File: config.mk
export PLATFORM = sky130hd
export DESIGN_NAME = apb_uart_rx_fifo_regs
export DESIGN_NICKNAME = d
export VERILOG_FILES = /design/src/rtl/apb_uart_rx_fifo_regs.sv
export SDC_FILE = /design/constraint.sdc
export NUM_CORES = 1
export LEC_CHECK = 0
export BUFFER_PORTS_ARGS = -buffer_cell sky130_fd_sc_hd__clkbuf_2
export CAP_MARGIN = 20
export CELL_PAD_IN_SITES_DETAIL_PLACEMENT = 0
export CELL_PAD_IN_SITES_GLOBAL_PLACEMENT = 2
export CORE_MARGIN = 3
export CORE_UTILIZATION = 45
export DETAILED_ROUTE_END_ITERATION = 8
export PLACE_DENSITY = 0.88
export SLEW_MARGIN = 10
export SYNTH_ARGS = -nofsm -noshare
export SYNTH_HDL_FRONTEND = slang
export SYNTH_SLANG_ARGS = --single-unit
File: constraint.sdc
create_clock -name clk -period 6.8 [get_ports clk]
set_clock_uncertainty 0.1 [all_clocks]
set_input_delay 0.68 -clock clk [delete_from_list [all_inputs] [get_ports clk]]
set_output_delay 0.68 -clock clk [all_outputs]
set_load 0.005 [all_outputs]
File: src/rtl/apb_uart_rx_fifo_regs.sv
// APB register block for the UART receiver: config registers, RX FIFO, sticky errors, irq.
// Latency: APB reads are zero-wait combinational; a received frame is visible at head/LEVEL one cycle later.
// Backpressure: none. pready is tied high, and frames arriving while the FIFO is full are dropped and flagged as overrun.
module apb_uart_rx_fifo_regs #(
   parameter int FIFO_DEPTH     = 8,
   parameter int BP_W           = 14,
   parameter int RST_BIT_PERIOD = 10,
   parameter int RST_DATA_SIZE  = 8
) (
   input  logic            clk,
   input  logic            rst,
   input  logic            psel,
   input  logic            penable,
   input  logic            pwrite,
   input  logic [3:0]      paddr,
   input  logic [7:0]      pwdata,
   output logic [7:0]      prdata,
   output logic            pready,
   output logic            pslverr,
   input  logic [7:0]      rx_data,
   input  logic            rx_valid,
   input  logic            rx_framing_error,
   output logic [3:0]      data_size,
   output logic [BP_W-1:0] bit_period,
   output logic            irq
);

   localparam int AW = $clog2(FIFO_DEPTH);
   localparam int LW = AW + 1;
   localparam int HW = BP_W - 8;
   localparam logic [LW-1:0] DEPTH_L = LW'(FIFO_DEPTH);
   localparam logic [7:0]    DEPTH_B = 8'(FIFO_DEPTH);

   logic [7:0]    mem [FIFO_DEPTH];
   logic [AW-1:0] wr_ptr;
   logic [AW-1:0] rd_ptr;
   logic [LW-1:0] level;
   logic [1:0]    err_flags;
   logic [LW-1:0] thresh;
   logic [1:0]    irq_en;

   logic       access;
   logic       empty;
   logic       full;
   logic       thr_hit;
   logic       pop;
   logic       push_ok;
   logic       ovr_set;
   logic       fe_set;
   logic       dsize_ok;
   logic       thresh_ok;
   logic       we_err;
   logic       we_bplo;
   logic       we_bphi;
   logic       we_dsize;
   logic       we_irqen;
   logic       we_thresh;
   logic [7:0] bp_hi_rd;

   assign pready    = 1'b1;
   assign access    = psel & penable;
   assign empty     = (level == '0);
   assign full      = (level == DEPTH_L);
   assign thr_hit   = (level >= thresh);
   assign dsize_ok  = (pwdata >= 8'd5) && (pwdata <= 8'd8);
   assign thresh_ok = (pwdata != 8'd0) && (pwdata <= DEPTH_B);

   // A pop in the same cycle frees the slot, so a full FIFO still accepts the frame.
   assign push_ok = rx_valid & ~rx_framing_error & (~full | pop);
   assign ovr_set = rx_valid & ~rx_framing_error & full & ~pop;
   assign fe_set  = rx_valid & rx_framing_error;

   assign irq = (irq_en[0] & thr_hit) | (irq_en[1] & (|err_flags));

   // Zero-extend the upper bit_period slice to a full byte for readback.
   always_comb begin
      bp_hi_rd         = '0;
      bp_hi_rd[HW-1:0] = bit_period[BP_W-1:8];
   end

   // Address decode: read data, error response and per-register write enables.
   always_comb begin
      prdata    = '0;
      pslverr   = 1'b0;
      pop       = 1'b0;
      we_err    = 1'b0;
      we_bplo   = 1'b0;
      we_bphi   = 1'b0;
      we_dsize  = 1'b0;
      we_irqen  = 1'b0;
      we_thresh = 1'b0;
      if (access) begin
         case (paddr)
            4'h0: begin
               if (pwrite) pslverr = 1'b1;
               else        prdata  = {5'b0, thr_hit, full, ~empty};
            end
            4'h1: begin
               if (pwrite) we_err = 1'b1;
               else        prdata = {6'b0, err_flags};
            end
            4'h2: begin
               if (pwrite) we_bplo = 1'b1;
               else        prdata  = bit_period[7:0];
            end
            4'h3: begin
               if (pwrite) we_bphi = 1'b1;
               else        prdata  = bp_hi_rd;
            end
            4'h4: begin
               if (pwrite) begin
                  if (dsize_ok) we_dsize = 1'b1;
                  else          pslverr  = 1'b1;
               end else begin
                  prdata = {4'b0, data_size};
               end
            end
            4'h5: begin
               if (pwrite) we_irqen = 1'b1;
               else        prdata   = {6'b0, irq_en};
            end
            4'h6: begin
               // Reading an empty FIFO is an error response, not an underflow flag.
               if (pwrite || empty) begin
                  pslverr = 1'b1;
               end else begin
                  prdata = mem[rd_ptr];
                  pop    = 1'b1;
               end
            end
            4'h7: begin
               if (pwrite) begin
                  if (thresh_ok) we_thresh = 1'b1;
                  else           pslverr   = 1'b1;
               end else begin
                  prdata = 8'(thresh);
               end
            end
            4'h8: begin
               if (pwrite) pslverr = 1'b1;
               else        prdata  = 8'(level);
            end
            default: pslverr = 1'b1;
         endcase
      end
   end

   // Configuration registers, committed at the edge ending a legal write access.
   always_ff @(posedge clk or posedge rst) begin
      if (rst) begin
         bit_period <= BP_W'(RST_BIT_PERIOD);
         data_size  <= 4'(RST_DATA_SIZE);
         thresh     <= LW'(1);
         irq_en     <= 2'b00;
      end else begin
         if (we_bplo)   bit_period[7:0]      <= pwdata;
         if (we_bphi)   bit_period[BP_W-1:8] <= pwdata[HW-1:0];
         if (we_dsize)  data_size            <= pwdata[3:0];
         if (we_thresh) thresh               <= pwdata[LW-1:0];
         if (we_irqen)  irq_en               <= pwdata[1:0];
      end
   end

   // Sticky error flags: hardware set wins over a same-cycle write-1-to-clear.
   always_ff @(posedge clk or posedge rst) begin
      if (rst) begin
         err_flags <= 2'b00;
      end else begin
         err_flags <= (err_flags & ~(we_err ? pwdata[1:0] : 2'b00)) | {ovr_set, fe_set};
      end
   end

   // FIFO pointers and occupancy; reset flushes by clearing pointers and level.
   always_ff @(posedge clk or posedge rst) begin
      if (rst) begin
         wr_ptr <= '0;
         rd_ptr <= '0;
         level  <= '0;
      end else begin
         if (push_ok) wr_ptr <= wr_ptr + 1'b1;
         if (pop)     rd_ptr <= rd_ptr + 1'b1;
         case ({push_ok, pop})
            2'b10:   level <= level + 1'b1;
            2'b01:   level <= level - 1'b1;
            default: level <= level;
         endcase
      end
   end

   // FIFO storage; contents are don't-care until written, so no reset.
   always_ff @(posedge clk) begin
      if (push_ok) mem[wr_ptr] <= rx_data;
   end

endmodule

---- After elaboration in Yosys (flattened, before gate mapping) ----
Memories as Yosys holds them, arrays and structs flattened.
Cells that the tools add are included.
cells by class
  bitwise gates (word level) .............. 17
  add/sub/neg operators ................... 4
  multiplexer cells ....................... 42
  order comparisons ....................... 3
  eq/ne operators ......................... 11
  reductions and logical operators ........ 10
operators by type and width
  cell                   number
  $pmux W8 S9            1
  $mux W1                28
  $mux W8                3
  $eq A4 B3 Y1 const B   4
  $mux W4                3
  $and A1 B1 Y1          8
  $eq A4 B2 Y1 const B   2
  $eq A4 B4 Y1 const B   2
  $ge A8 B3 Y1 const B   1
  $le A8 B4 Y1 const B   1
  $logic_not A4 Y1       2
  $pmux W4 S2            1
  $reduce_bool A8 Y1     1
  $add A3 B1 Y3 const B  2
  $mux W2                3
  $mux W6                1
  $pmux W1 S5            1
  $add A4 B1 Y4 const B  1
  $eq A4 B1 Y1 const B   1
  $ge A4 B4 Y1           1
  $not A1 Y1             4
  $reduce_or A2 Y1       2
  $reduce_or A4 Y1       1
  $sub A4 B1 Y4 const B  1
  10 further kinds       12
storage, ports and cells
  word-level logic and storage cells ...... 97
  output and inout port bits .............. 29
  RAM bits ................................ 64
  memories ................................ 1
  input port bits ......................... 27
  bits in registers ....................... 36
memory list
  memory  depth  bits a word  read ports  clocked after Yosys merged registers in  write ports  line  text
  mem     8      8            1           0                                        1            34    logic [7:0] mem [FIFO_DEPTH];

---- Logic depth before layout (Yosys ltp) ----
  depth in word-level cells ............... 9
  depth in mapped cells ................... 11
  mapped depth without buffers ............ 9

---- Worst setup path before layout ----
Ideal clock, no wire load.
  path type ............................... input to register
  from .................................... input paddr[3]
  to ...................................... register level[3]
  arrival time ............................ 2.682 ns
  required time ........................... 6.620 ns
  slack ................................... 3.938 ns
  path buffers ............................ 2
  cell stages on the path ................. 11
  setup time .............................. 0.080 ns
  cells stage by stage .................... buf_6 nand4bb_4 or3_1 buf_6 inv_2 ha_1 ha_1 a21o_1 a21oi_1 mux2i_1 xnor2_1
on the way
  longest elaborated chain between the ends .. 7
RTL lines
  item                                               line  text
  start: declaration                                 15    input logic [3:0] paddr,
  $eq A4 B3 Y1 (*)                                   93    case (paddr)
  $mux W1 (*)                                        93
  $mux W1 (*)                                        92    if (access) begin
  net pop                                            46    logic pop;
  $or A1 B1 Y1                                       69    assign push_ok = rx_valid & ~rx_framing_error & (~full | pop);
  $and A1 B1 Y1                                      69
  $eq A2 B1 Y1 or $eq A2 B2 Y1 (tied branches)       182   case ({push_ok, pop})
  $pmux W4 S2 or $reduce_bool A2 Y1 (tied branches)  --
  end signal: assignment                             183   2'b10: level <= level + 1'b1;
  end signal: assignment                             184   2'b01: level <= level - 1'b1;
  end signal: assignment                             185   default: level <= level;
  end: declaration                                   37    logic [LW-1:0] level;
The timed path passes the listed nets; every way through them passes the cells marked *.
A chain may end at the register's enable or synchronous reset.

---- Final worst setup path ----
  from .................................... register rd_ptr[1]
  to ...................................... output prdata[1]
on the way
  longest elaborated chain between the ends .. 4
RTL lines
  item                      line  text
  start: declaration        36    logic [AW-1:0] rd_ptr;
  start signal: assignment  181   if (pop) rd_ptr <= rd_ptr + 1'b1;
  $mem_v2 Z8 W8             --
  $mux W8                   124   if (pwrite || empty) begin
  $pmux W8 S9               93
  $mux W8                   92
  end: declaration          17    output logic [7:0] prdata,
Every way passes these cells.

==> flow_summary.html <==
<table>
<tr><th>Metric</th><th>Value</th></tr>
<tr><th colspan="2">Status</th></tr>
<tr><td>Outcome</td><td>completed</td></tr>
<tr><th colspan="2">Worst setup path</th></tr>
<tr><td>Setup Crit Path Kind</td><td>reg2out</td></tr>
<tr><td>Reg-to-reg slack, setup</td><td>roughly 4100 ps</td></tr>
<tr><td>WP data arrival</td><td>approximately 2500 ps</td></tr>
<tr><td>Start of the worst register-to-register path</td><td>level[0]$_DFFE_PP0P_</td></tr>
<tr><td>CP Data Required Time</td><td>6020 ps</td></tr>
<tr><td>Slowest stage cell, crit path</td><td>sky130_fd_sc_hd__dfrtp_1</td></tr>
<tr><td>Worst path buffer plus inverter count</td><td>1</td></tr>
<tr><td>Crit path capture type</td><td>primary output</td></tr>
<tr><td>Max Fanout on Critical Path</td><td>18</td></tr>
<tr><td>Cells on worst reg2reg path</td><td>9</td></tr>
<tr><td>Cells along the critical path</td><td>mux4_2 &gt; mux2i_1 &gt; nor2_1 &gt; or3_1 &gt; clkbuf_2</td></tr>
<tr><td>Startpoint class of the critical path</td><td>flip-flop</td></tr>
<tr><td>RR Endpoint</td><td>level[3]$_DFFE_PP0P_</td></tr>
<tr><td>Cell class contributing the biggest share of worst-path delay</td><td>flip-flops</td></tr>
<tr><td>CP peak stage delay</td><td>around 870 ps</td></tr>
<tr><th colspan="2">Floorplanning</th></tr>
<tr><td>Effective utilization at floorplan</td><td>47.60%</td></tr>
<tr><td>Chip width</td><td>around 110 um</td></tr>
<tr><td>Die Outline Area</td><td>11900 um2</td></tr>
<tr><td>Top-level I/O count</td><td>56</td></tr>
<tr><td>Number of rows in the core area</td><td>36</td></tr>
<tr><td>DIE HEIGHT</td><td>about 110 um</td></tr>
<tr><td>Core outline area</td><td>~10000 um2</td></tr>
<tr><th colspan="2">Timing</th></tr>
<tr><td>Total count of hold-check failures in the final report</td><td>0</td></tr>
<tr><td>Final setup margin</td><td>between 3000 and 4000 ps</td></tr>
<tr><td>Highest achievable clock rate</td><td>306.0 MHz</td></tr>
<tr><td>Minimum clock period</td><td>~3300 ps</td></tr>
<tr><td>Setup repair after global routing missed its margin</td><td>false</td></tr>
<tr><td>Final count of negative-setup-slack endpoints</td><td>0</td></tr>
<tr><td>Max Transition Viols Final</td><td>0</td></tr>
<tr><td>Final period utilization</td><td>48.06%</td></tr>
<tr><td>Remaining max-slew budget at the tightest pin</td><td>37.02%</td></tr>
<tr><td>Transition at the pin with the smallest max-transition slack</td><td>around 940 ps</td></tr>
<tr><td>Final sum of negative setup slack</td><td>0 ps</td></tr>
<tr><th colspan="2">Synthesis</th></tr>
<tr><td>Distinct cell type count after synthesis</td><td>60</td></tr>
<tr><td>Count leader, synth</td><td>sky130_fd_sc_hd__edfxtp_1</td></tr>
<tr><td>Number of nets in the synthesized netlist</td><td>365</td></tr>
<tr><td>Share of the yosys chip area belonging to registers</td><td>about three fifths</td></tr>
<tr><td>Leading post-synthesis cells by cell area</td><td>sky130_fd_sc_hd__edfxtp_1 40%, sky130_fd_sc_hd__dfrtp_1 17%, sky130_fd_sc_hd__mux4_2 6.6%, sky130_fd_sc_hd__mux2_2 6.1%, sky130_fd_sc_hd__mux2i_1 3.6%</td></tr>
<tr><td>Synth Area per Inst</td><td>14.58 um2</td></tr>
<tr><td>Synthesized area</td><td>4781 um2</td></tr>
<tr><td>Fraction of registers with async set/reset</td><td>about 36%</td></tr>
<tr><td>Top cell type's share of synthesized area</td><td>approximately 40%</td></tr>
<tr><td>Synthesized instance count</td><td>roughly 330</td></tr>
<tr><td>Library cell occupying the most area in the post-synthesis netlist</td><td>sky130_fd_sc_hd__edfxtp_1</td></tr>
<tr><td>Flop and latch count out of synthesis</td><td>100</td></tr>
<tr><td>Leading register cell type out of synthesis</td><td>sky130_fd_sc_hd__edfxtp_1</td></tr>
<tr><td>Commonest cells post-synth</td><td>64 x sky130_fd_sc_hd__edfxtp_1, 32 x sky130_fd_sc_hd__dfrtp_1, 26 x sky130_fd_sc_hd__mux2_2, 17 x sky130_fd_sc_hd__mux2i_1, 17 x sky130_fd_sc_hd__nand2_1</td></tr>
<tr><td>Yosys Warn Count</td><td>0</td></tr>
<tr><td>Number of flops mapped to enable cells by yosys</td><td>64</td></tr>
<tr><th colspan="2">Power and ir drop</th></tr>
<tr><td>Share of total power in the clock network</td><td>26.0%</td></tr>
<tr><td>Power density over the cells</td><td>around 280 nW/um2</td></tr>
<tr><td>Pint</td><td>~0.0011 W</td></tr>
<tr><td>Switching part of the total power</td><td>29.14%</td></tr>
<tr><td>Leakage power</td><td>2.064 nW</td></tr>
<tr><td>Logic pwr share</td><td>20.8%</td></tr>
<tr><td>Part of the total power dissipated in sequential elements</td><td>approximately 53%</td></tr>
<tr><td>Largest vdd supply drop</td><td>approximately 0.00019 V</td></tr>
<tr><td>Total net switching power</td><td>roughly 0.00043 W</td></tr>
<tr><th colspan="2">Final layout</th></tr>
<tr><td>Finished layout cell area</td><td>about 5400 um2</td></tr>
<tr><td>Fraction of layout cells with a size suffix above 1</td><td>approximately 33%</td></tr>
<tr><td>Area occupied by multi-input gates</td><td>1804 um2</td></tr>
<tr><td>Number of diodes added for antenna fixing</td><td>0</td></tr>
<tr><td>Total number of nets in the final design</td><td>418</td></tr>
<tr><td>Area added between synthesis and finish</td><td>12.09%</td></tr>
<tr><td>FF/Latch Area</td><td>2828 um2</td></tr>
<tr><td>Number of inserted filler cells in the final layout</td><td>roughly 860</td></tr>
<tr><th colspan="2">Clock network</th></tr>
<tr><td>Worst skew pair latency</td><td>350 ps</td></tr>
<tr><td>CTS root buffer</td><td>sky130_fd_sc_hd__clkbuf_8</td></tr>
<tr><td>Number of clock buffers inserted by TritonCTS</td><td>9</td></tr>
<tr><td>Number of buffers added to fix hold violations after cts</td><td>0</td></tr>
<tr><td>Number of resized instances in the post-cts repair step</td><td>0</td></tr>
<tr><td>H-tree depth reported by CTS</td><td>3</td></tr>
<tr><td>Reg clk slew, reported paths</td><td>around 100 ps</td></tr>
<tr><td>Max Buffers Root-to-Sink</td><td>2</td></tr>
<tr><td>Number of sinks on the clock net</td><td>100</td></tr>
<tr><td>Post-CTS setup buffer count</td><td>0</td></tr>
<tr><td>CTS tree</td><td>done</td></tr>
<tr><th colspan="2">Detailed routing</th></tr>
<tr><td>DRC violation count after routing</td><td>0</td></tr>
<tr><td>Length of the first detailed-routing pass in iterations</td><td>4</td></tr>
<tr><td>Antenna Nets Post-Route</td><td>0</td></tr>
<tr><td>Via count normalized by instance count</td><td>about 5.5</td></tr>
<tr><td>Total length of routed wires</td><td>9875 um</td></tr>
<tr><td>WL/cell</td><td>19.03 um</td></tr>
<tr><td>Number of design-rule violations left by the first detailed-router iteration</td><td>121</td></tr>
<tr><td>Overall via count from detail_route</td><td>2863</td></tr>
<tr><th colspan="2">Min path</th></tr>
<tr><td>Hold crit path type</td><td>in2async</td></tr>
<tr><th colspan="2">Placed design</th></tr>
<tr><td>Worst Setup Slack post-DPL</td><td>around 3400 ps</td></tr>
<tr><td>Gpl congestion</td><td>approximately 0.80</td></tr>
<tr><td>Post-place instance area</td><td>5155 um2</td></tr>
<tr><td>IO Port Bufs</td><td>54</td></tr>
<tr><td>Final HPWL from detailed placement</td><td>7008 um</td></tr>
<tr><th colspan="2">Global routing</th></tr>
<tr><td>Combined global-route utilization of all metal layers</td><td>roughly 18%</td></tr>
<tr><td>Largest net degree at the start of global routing</td><td>37</td></tr>
<tr><td>Number of antenna violations at the first check in global routing</td><td>0</td></tr>
<tr><td>Number of global-route vias before repair</td><td>around 2.8k</td></tr>
<tr><td>Remaining global-route overflow</td><td>0</td></tr>
<tr><td>Wire length of the first global-routing pass</td><td>approximately 15000 um</td></tr>
<tr><th colspan="2">Run</th></tr>
<tr><td>Max-capacitance violation count</td><td>0</td></tr>
</table>
==> cells in the final DEF (no fill, tap or decap), drive strengths merged, types with 6 or more instances in the layout <==
| cell type | n |
|---|---|
| dfrtp | 32 |
| inv | 15 |
| nor3 | 9 |
| nor2 | 12 |
| nand3 | 7 |
| buf | 6 |
| xnor2 | 7 |
| edfxtp | 64 |
| mux2 | 26 |
| nand2 | 18 |
| mux4 | 16 |
| clkbuf | 63 |
| ha | 9 |
| o21ai | 10 |
| a21oi | 6 |
| mux2i | 17 |
==> through the flow <==
step	power [W]	utilization [%]	std cells	hold WS (ps)
floorplan	0.001018	-	328	371.6
global placement	0.001110	51.32	503	392.3
detailed placement	0.001118	51.32	503	406.0
CTS	0.001504	53.35	519	295.0
global route	0.001570	53.35	519	327.9
finish	0.001484	53.35	519	295.2
==> layer usage <==
layer | global-route usage [%] | wire length [um]
met1 | 22.64 | 4101
met2 | 29.69 | 5212
met3 | 4.144 | 464
met4 | 5.230 | 97
met5 | 0 | 0
==> logic make-up (layout without fill, tap and decap cells) <==
logic type      after synthesis  after routing  synth area share [%]
compound gates               37             37                 5.287
mux                          59             59                 17.38
buf+inv                      29             87                 3.219
other cells                   1              1               0.07844
fa+ha+maj                    11             11                 2.984
simple gates                 83             83                 10.44
flops                       100            100                 59.15
xor+xnor                      8              8                 1.466
==> tightest hold or removal path: cells and delay by family <==
family                 cells  cell delay, ps
buffers and inverters      3             520
==> layout make-up <==
| class | count | area share (%) |
|---|---|---|
| Sequential cell | 100 | 52.77 |
| Clock inverter | 7 | 1.494 |
| Multi-Input combinational cell | 199 | 33.67 |
| Clock buffer | 9 | 2.311 |
| Timing Repair Buffer | 60 | 5.884 |
| Inverter | 11 | 0.7705 |
| Tap cell | 133 | 3.105 |
==> registers in the layout (all words and copies together) (netlist names) <==
register and flops:
level 4, err_flags 2, thresh 4, bit_period 14, data_size 4, rd_ptr 3
wr_ptr 3, irq_en 2, mem 64
==> power by group through the flow <==
stage	combinational, W	clock (W)	sequential [W]
final	0.000309	0.000386	0.000789
after global routing	0.000347	0.000422	0.000801
after global placement	0.000307	0	0.000802
after detailed placement	0.000314	0	0.000804
after CTS	0.000316	0.000398	0.000791
after floorplan	0.000238	0	0.000780
==> how the worst max path moves through the flow <==
stage / from / endpoint / slack [ps] / depth (start not counted)
after global placement: paddr[0] / level[3]$_DFFE_PP0P_ / 3410 / 10
after detailed placement: paddr[0] / level[3]$_DFFE_PP0P_ / 3360 / 10
after CTS: rd_ptr[1]$_DFFE_PP0N_ / prdata[1] / 3480 / 5
after floorplan: paddr[3] / level[3]$_DFFE_PP0P_ / 3940 / 11
final: rd_ptr[1]$_DFFE_PP0N_ / prdata[1] / 3530 / 5
after global routing: rd_ptr[1]$_DFFE_PP0N_ / prdata[1] / 3370 / 5
No activity file was read; power rests on OpenSTA's default activity.
